## config.mk

```make
export PLATFORM = sky130hd
export DESIGN_NAME = key_reader
export DESIGN_NICKNAME = d
export VERILOG_FILES = /design/src/rtl/key_reader.sv
export SDC_FILE = /design/constraint.sdc
export NUM_CORES = 1
export LEC_CHECK = 0
export BUFFER_PORTS_ARGS = -buffer_cell sky130_fd_sc_hd__buf_4
export CAP_MARGIN = 20
export CORE_MARGIN = 2
export CORE_UTILIZATION = 63
export CTS_BUF_LIST = sky130_fd_sc_hd__clkbuf_4
export CTS_CLUSTER_DIAMETER = 60
export DETAILED_ROUTE_END_ITERATION = 8
export PLACE_DENSITY = 0.87
export SLEW_MARGIN = 20
export SYNTH_ARGS = -nofsm -noshare
export SYNTH_HDL_FRONTEND = slang
export SYNTH_SLANG_ARGS = --single-unit
export TNS_END_PERCENT = 20
```

## constraint.sdc

```tcl
create_clock -name csi_clk -period 3.2 [get_ports csi_clk]
set_clock_uncertainty 0.2 [all_clocks]
set_input_delay 0.64 -clock csi_clk [delete_from_list [all_inputs] [get_ports csi_clk]]
set_output_delay 0.64 -clock csi_clk [all_outputs]
set_load 0.02 [all_outputs]
```

## src/rtl/key_reader.sv

```systemverilog
// key_reader: Avalon-MM slave for board push-buttons.
// Each key is synchronised, converted to logical polarity (1 = pressed) and
// debounced. Press events latch into a write-1-to-clear EDGE register; a
// level interrupt is raised while any event enabled by MASK is pending.
//
// Bus handshake: a read is accepted when avs_cs & avs_rd is high at a rising
// edge and its data is held on avs_rdd from the next edge until another read
// is accepted; a write is accepted when avs_cs & avs_wr is high at a rising
// edge and takes effect at that edge. There are no wait states.
module key_reader #(
  parameter int KEY_WIDTH       = 4,
  parameter int DEBOUNCE_CYCLES = 500000,
  parameter int ACTIVE_LOW      = 1
) (
  input  logic                 csi_clk,
  input  logic                 csi_rst_n,
  input  logic                 avs_cs,
  input  logic [4:0]           avs_add,
  input  logic                 avs_rd,
  input  logic                 avs_wr,
  input  logic [31:0]          avs_wrd,
  output logic [31:0]          avs_rdd,
  input  logic [KEY_WIDTH-1:0] coe_KEY,
  output logic                 ins_irq
);

  localparam int CW = $clog2(DEBOUNCE_CYCLES);
  localparam logic [CW-1:0] CNT_LAST = CW'(DEBOUNCE_CYCLES - 1);
  // Synchroniser reset level equals a released pin, so reset never looks
  // like a press.
  localparam logic [KEY_WIDTH-1:0] PIN_RELEASED = (ACTIVE_LOW != 0) ? '1 : '0;

  localparam logic [4:0] ADDR_STATE = 5'd0;
  localparam logic [4:0] ADDR_EDGE  = 5'd1;
  localparam logic [4:0] ADDR_MASK  = 5'd2;
  localparam logic [4:0] ADDR_RAW   = 5'd3;

  logic [KEY_WIDTH-1:0] sync_meta;
  logic [KEY_WIDTH-1:0] sync_q;
  logic [KEY_WIDTH-1:0] raw;
  logic [KEY_WIDTH-1:0] deb;
  logic [KEY_WIDTH-1:0] deb_next;
  logic [KEY_WIDTH-1:0] press;
  logic [KEY_WIDTH-1:0] edge_q;
  logic [KEY_WIDTH-1:0] mask_q;
  logic [KEY_WIDTH-1:0] wdata_k;
  logic [KEY_WIDTH-1:0] edge_clr;
  logic [31:0]          rd_mux;
  logic                 rd_en;
  logic                 wr_en;

  assign rd_en   = avs_cs & avs_rd;
  assign wr_en   = avs_cs & avs_wr;
  assign wdata_k = avs_wrd[KEY_WIDTH-1:0];

  // Two-flop synchroniser on the raw asynchronous pins.
  always_ff @(posedge csi_clk or negedge csi_rst_n) begin
    if (!csi_rst_n) begin
      sync_meta <= PIN_RELEASED;
      sync_q    <= PIN_RELEASED;
    end else begin
      sync_meta <= coe_KEY;
      sync_q    <= sync_meta;
    end
  end

  assign raw = (ACTIVE_LOW != 0) ? ~sync_q : sync_q;

  // Per-key debounce: count consecutive cycles that raw disagrees with the
  // accepted state, and accept the new level on the last counted cycle.
  for (genvar i = 0; i < KEY_WIDTH; i++) begin : g_deb
    logic [CW-1:0] cnt;
    logic          hit;

    assign hit         = (raw[i] != deb[i]) && (cnt == CNT_LAST);
    assign deb_next[i] = hit ? raw[i] : deb[i];

    // Counter runs only while raw differs and restarts after each accept.
    always_ff @(posedge csi_clk or negedge csi_rst_n) begin
      if (!csi_rst_n) begin
        cnt <= '0;
      end else if ((raw[i] != deb[i]) && !hit) begin
        cnt <= cnt + CW'(1);
      end else begin
        cnt <= '0;
      end
    end
  end

  // A press is the debounced state rising; releases are not recorded.
  assign press    = deb_next & ~deb;
  assign edge_clr = (wr_en && (avs_add == ADDR_EDGE)) ? wdata_k : '0;

  // Debounced state, event capture (set beats clear) and interrupt mask.
  always_ff @(posedge csi_clk or negedge csi_rst_n) begin
    if (!csi_rst_n) begin
      deb    <= '0;
      edge_q <= '0;
      mask_q <= '0;
    end else begin
      deb    <= deb_next;
      edge_q <= (edge_q & ~edge_clr) | press;
      if (wr_en && (avs_add == ADDR_MASK)) begin
        mask_q <= wdata_k;
      end
    end
  end

  // Read multiplexer over the pre-write register contents.
  always_comb begin
    rd_mux = '0;
    case (avs_add)
      ADDR_STATE: rd_mux[KEY_WIDTH-1:0] = deb;
      ADDR_EDGE:  rd_mux[KEY_WIDTH-1:0] = edge_q;
      ADDR_MASK:  rd_mux[KEY_WIDTH-1:0] = mask_q;
      ADDR_RAW:   rd_mux[KEY_WIDTH-1:0] = raw;
      default:    rd_mux = '0;
    endcase
  end

  // Registered read data (held between reads) and registered interrupt.
  always_ff @(posedge csi_clk or negedge csi_rst_n) begin
    if (!csi_rst_n) begin
      avs_rdd <= '0;
      ins_irq <= 1'b0;
    end else begin
      if (rd_en) begin
        avs_rdd <= rd_mux;
      end
      ins_irq <= |(edge_q & mask_q);
    end
  end

endmodule

```

## Word level (Yosys, flattened, before mapping)

Index checks and enable logic that the tools add are counted.

- Flip-flop bits (word level): 101
- Bits of input ports: 46
- Output and inout bits: 33
- Logic and storage cells: 61

- Add/subtract/negate cells: 4
- Equal/unequal tests: 11
- Muxes and demuxes: 10
- Bitwise gates (word level): 9
- Reduce and logical (&&, ||, !) cells: 16

Operator list:

| kind | number |
|---|---|
| $add A19 B1 Y19 const B | 4 |
| $eq A19 B19 Y1 const B | 4 |
| $mux W19 | 4 |
| $pmux W4 S4 | 1 |
| $and A4 B4 Y4 | 3 |
| $not A4 Y4 | 3 |
| $eq A5 B2 Y1 const B | 2 |
| $logic_and A1 B1 Y1 | 10 |
| $eq A5 B1 Y1 const B | 1 |
| $logic_not A5 Y1 | 1 |
| $logic_not A1 Y1 | 4 |
| $mux W1 | 4 |
| $mux W4 | 1 |
| $ne A1 B1 Y1 | 4 |
| $or A4 B4 Y4 | 1 |
| $reduce_or A4 Y1 | 1 |
| $and A1 B1 Y1 | 2 |

## Longest topological paths before layout

- Depth in word-level cells: 6
- Mapped depth: 7
- Mapped depth without buffers: 5

## Least setup slack after synthesis

Ideal clock, no wire load.

- Kind: input -> register
- Start: input port avs_add[3]
- End: register mask_q[0]
- Setup time: 0.125 ns
- Arrival time: 1.777 ns
- Required time: 2.875 ns
- Path slack: 1.098 ns
- Stages on the path: 4
- Buffers on the path: 0
- Path through: nor3_1 -> nand3_1 -> nor3b_1 -> mux2_2

- Cells in the longest elaborated chain, start to end: 2

Ends and longest elaborated chain:

| element | RTL line | source |
|---|---|---|
| start, declared | 18 | `input logic [4:0] avs_add,` |
| $eq A5 B2 Y1 | 103 | `if (wr_en && (avs_add == ADDR_MASK)) begin` |
| $logic_and A1 B1 Y1 | 103 |  |
| end signal, assigned | 104 | `mask_q <= wdata_k;` |
| end, declared | 45 | `logic [KEY_WIDTH-1:0] mask_q;` |

No other way between the ends.
A chain may end at the register's enable or synchronous reset.

## Final worst setup path

- Start: register g_deb[0].cnt[0]
- End: register g_deb[0].cnt[18]

- Cells in the longest elaborated chain, start to end: 5
- Elaborated cells on any way between the ends: 6
- Those cells by class: add/sub: 1; eq/ne: 1; mux: 1; reduce/logical: 3

Ends and longest elaborated chain:

| element | RTL line | source |
|---|---|---|
| start, declared | 72 | `logic [CW-1:0] cnt;` |
| start signal, assigned | 83 | `cnt <= cnt + CW'(1);` |
| branches (longest 4 deep; another with $add A19 B1 Y19) | n/a |  |
| $mux W19 * | 82 | `end else if ((raw[i] != deb[i]) && !hit) begin` |

Mark *: on every way between the ends.

==> flow_metrics.py <==
metrics = {
    "critical_path": {
        "reg2regPathDepth": 5,
        "arrival_ps": 2350,
        "critical_path_required_ps": 3390,
        "startpoint_type": "flop",
        "end_kind": "flop",
        "cp_max_fo": 8,
        "r2r_slack_ps": 1040,
        "crit_type": "flop to flop",
        "timing.rr.end": "g_deb[0].cnt[18]$_DFF_PN0_",
        "worstReg2RegStart": "g_deb[0].cnt[0]$_DFF_PN0_",
    },
    "floorplanning": {
        "die_x_um": 93.72,
        "core-area_um2": 7767,
        "fp.dieH_um": 93.72,
        "die_area_um2": 8783,
        "start_util_pct": 65.29,
        "std_cell_rows": 32,
        "ios": 79,
    },
    "placed_design": {
        "dp_hpwl_mm": 6.737,
        "portBuffers": 22,
        "dpl_cell_area_um2": 5241,
        "gp_congestion": 0.8304,
    },
    "drt": {
        "viasPerCell": 5.877,
        "detail-route-antenna-nets": 0,
        "detail_route.iter0.violations": 157,
        "drtPass1Iterations": 5,
        "post_drt_wl_per_cell_um": 14.95,
        "vias": 3720,
        "remaining_drc_errors": 0,
        "totalWireLength_mm": 9.461,
    },
    "final_layout": {
        "layout_common_cells": "93 x dfrtp_1, 74 x nor2_1, 42 x xnor2_1, 28 x conb_1, 27 x buf_4",
        "final_common_cell": "dfrtp_1",
        "drive_gt1_share_pct": 12.99,
        "utilization_pct": 68.96,
        "diodes": 0,
        "final_cell_area_um2": 5356,
        "nets": 576,
        "synthToLayoutAreaGrowth_pct": 5.626,
    },
    "sta": {
        "finalCritPeriodShare_pct": 67.61,
        "fmax_ghz": 0.4622,
        "slew_headroom_pct": 49.24,
        "setup-tns-final_ps": 0,
        "finalHoldViolCount": 0,
        "tightest_slew_ps": 759.8,
        "final-setup-viol-count": 0,
        "rsz0062_at_grt": "no",
        "drv_slew": 0,
        "period_needed_ps": 2164,
    },
    "synthesis": {
        "synth_cell_types": 50,
        "postSynthCellCount": 497,
        "seq_area_frac_synth_pct": 50.04,
        "netlist_area_um2": 5071,
        "synth_edf_count": 0,
        "async_reset_ff_share_pct": 100.0,
        "yosysWarnings": 0,
        "ys_ff_latch": 101,
        "avgSynthCellArea_um2": 10.20,
        "synthTopCellsByArea": "dfrtp_1 46%, xnor2_1 7.3%, nor2_1 5.5%",
        "ys_dominant_reg_cell": "dfrtp_1",
        "synth_top_area_share_pct": 45.89,
        "yosys.area.top_type": "dfrtp_1",
    },
    "cts": {
        "ctsHoldBuffers": 1,
        "htree_levels": 3,
        "cts_resized": 0,
        "clock_path_buffers": 2,
        "root_buffer": "clkbuf_4",
        "post_cts_buffers": 0,
        "cts_sinks": 101,
        "cts_tree": "done",
        "clk_latency_ps": 450,
        "cts_made_buffers": 9,
        "clk_pin_slew_ps": 140,
    },
    "power_and_ir_drop": {
        "power_density_nw_per_um2": 388.9,
        "cellInternalPower_mw": 1.555,
        "p_comb_share_pct": 8.4,
        "vdd_drop_max_mv": 0.1759,
        "switching_share_pct": 25.34,
        "clkPwrFrac_pct": 27.1,
        "p_seq_share_pct": 64.5,
        "p_switching_mw": 0.5278,
        "total_power_mw": 2.083,
        "leakage_nw": 2.222,
    },
    "global_routing": {
        "antenna_found_initial": 0,
        "grt_pass1_vias": 3635,
        "grt_max_degree": 47,
        "grt-ovfl-total": 0,
        "grt.total_usage_pct": 23.76,
        "grt_pass1_wl_mm": 16.61,
    },
    "worst_hold_path": {
        "whs_endpoint": "sync_meta[1]$_DFF_PN1_",
        "hp-class": "input pin to flop",
        "worstHoldStart": "coe_KEY[1]",
        "holdPathStages": 1,
    },
    "outcome": {
        "status": "completed",
    },
    "flow_run": {
        "drv_cap": 0,
    },
}
## Yosys cell counts (5+ instances only)
cell,number
dfrtp_1,93
or4_1,6
inv_1,25
o31ai_1,5
nor2_1,74
xor2_1,17
and3_1,7
xnor2_1,42
nand3_1,25
dfstp_2,8
o21ai_0,12
a21oi_1,11
mux2_2,6
nand4_1,23
nand2_1,20
nor3_1,16
buf_4,29
nor4_1,19
## state kept, by name, indices dropped and copies added (netlist names)
name	count
sync_q	4
sync_meta	4
g_deb.cnt	76
mask_q	4
ins_irq	1
avs_rdd	4
deb	4
edge_q	4
## power by group through the flow
stage	clock, mW	sequential [mW]	combinational, mW
after floorplan	0	1.37	0.123
after global placement	0	1.36	0.167
after detailed placement	0	1.37	0.175
after CTS	0.581	1.34	0.176
after global routing	0.630	1.35	0.196
final	0.565	1.34	0.174
## cell type report
type                    instances  area [µm²]
flip-flops and latches        101        2537
fillers                       582        2411
multi-input cells             361        2280
repair buffers                 28       212.7
well taps                     102       127.6
inverters                      25       93.84
clock buffers                  12       90.09
clock inverters                 4       15.01
## kinds of logic after synthesis
kind of cell	Yosys count	synth area share, %
mux	11	3.306
fa+ha+maj	4	0.9870
simple gates	215	22.35
buf+inv	62	7.007
other cells	1	0.07395
flops	101	50.04
xor+xnor	59	10.19
compound gates	44	6.045
## worst max-delay path: stages, from the launching register on
cell	delay, ps
dfrtp_1	430
ha_1	270
nand3_4	150
or4_1	570
or3_1	340
a21oi_2	150
## per-stage QoR
stage	instances	setup slack (ps)	hold WS [ps]
2_1_floorplan	524	1098	144.4
3_5_place_dp	616	665.1	146.8
5_1_grt	633	809.5	59.57
4_1_cts	633	1020	76.26
3_3_place_gp	616	804.0	146.6
6_report	633	1036	96.76
## per-layer routing
layer,GRT usage (%),up-vias,wire [µm]
met5,0,-,0
met4,5.918,0,114
met3,5.538,14,580
met2,38.69,141,4638
met1,32.60,1822,4127
li1,-,1743,-
## worst max-delay path by stage
stage,from,end,slack [ps],cells after the start
floorplan,avs_add[3],mask_q[0]$_DFFE_PN0P_,1100,4
global placement,avs_add[3],mask_q[1]$_DFFE_PN0P_,800,5
detailed placement,avs_add[3],mask_q[3]$_DFFE_PN0P_,670,5
CTS,g_deb[0].cnt[0]$_DFF_PN0_,g_deb[0].cnt[18]$_DFF_PN0_,1020,5
global route,g_deb[1].cnt[7]$_DFF_PN0_,g_deb[1].cnt[5]$_DFF_PN0_,810,4
finish,g_deb[0].cnt[0]$_DFF_PN0_,g_deb[0].cnt[18]$_DFF_PN0_,1040,5
(Power assumes the default switching activity.)
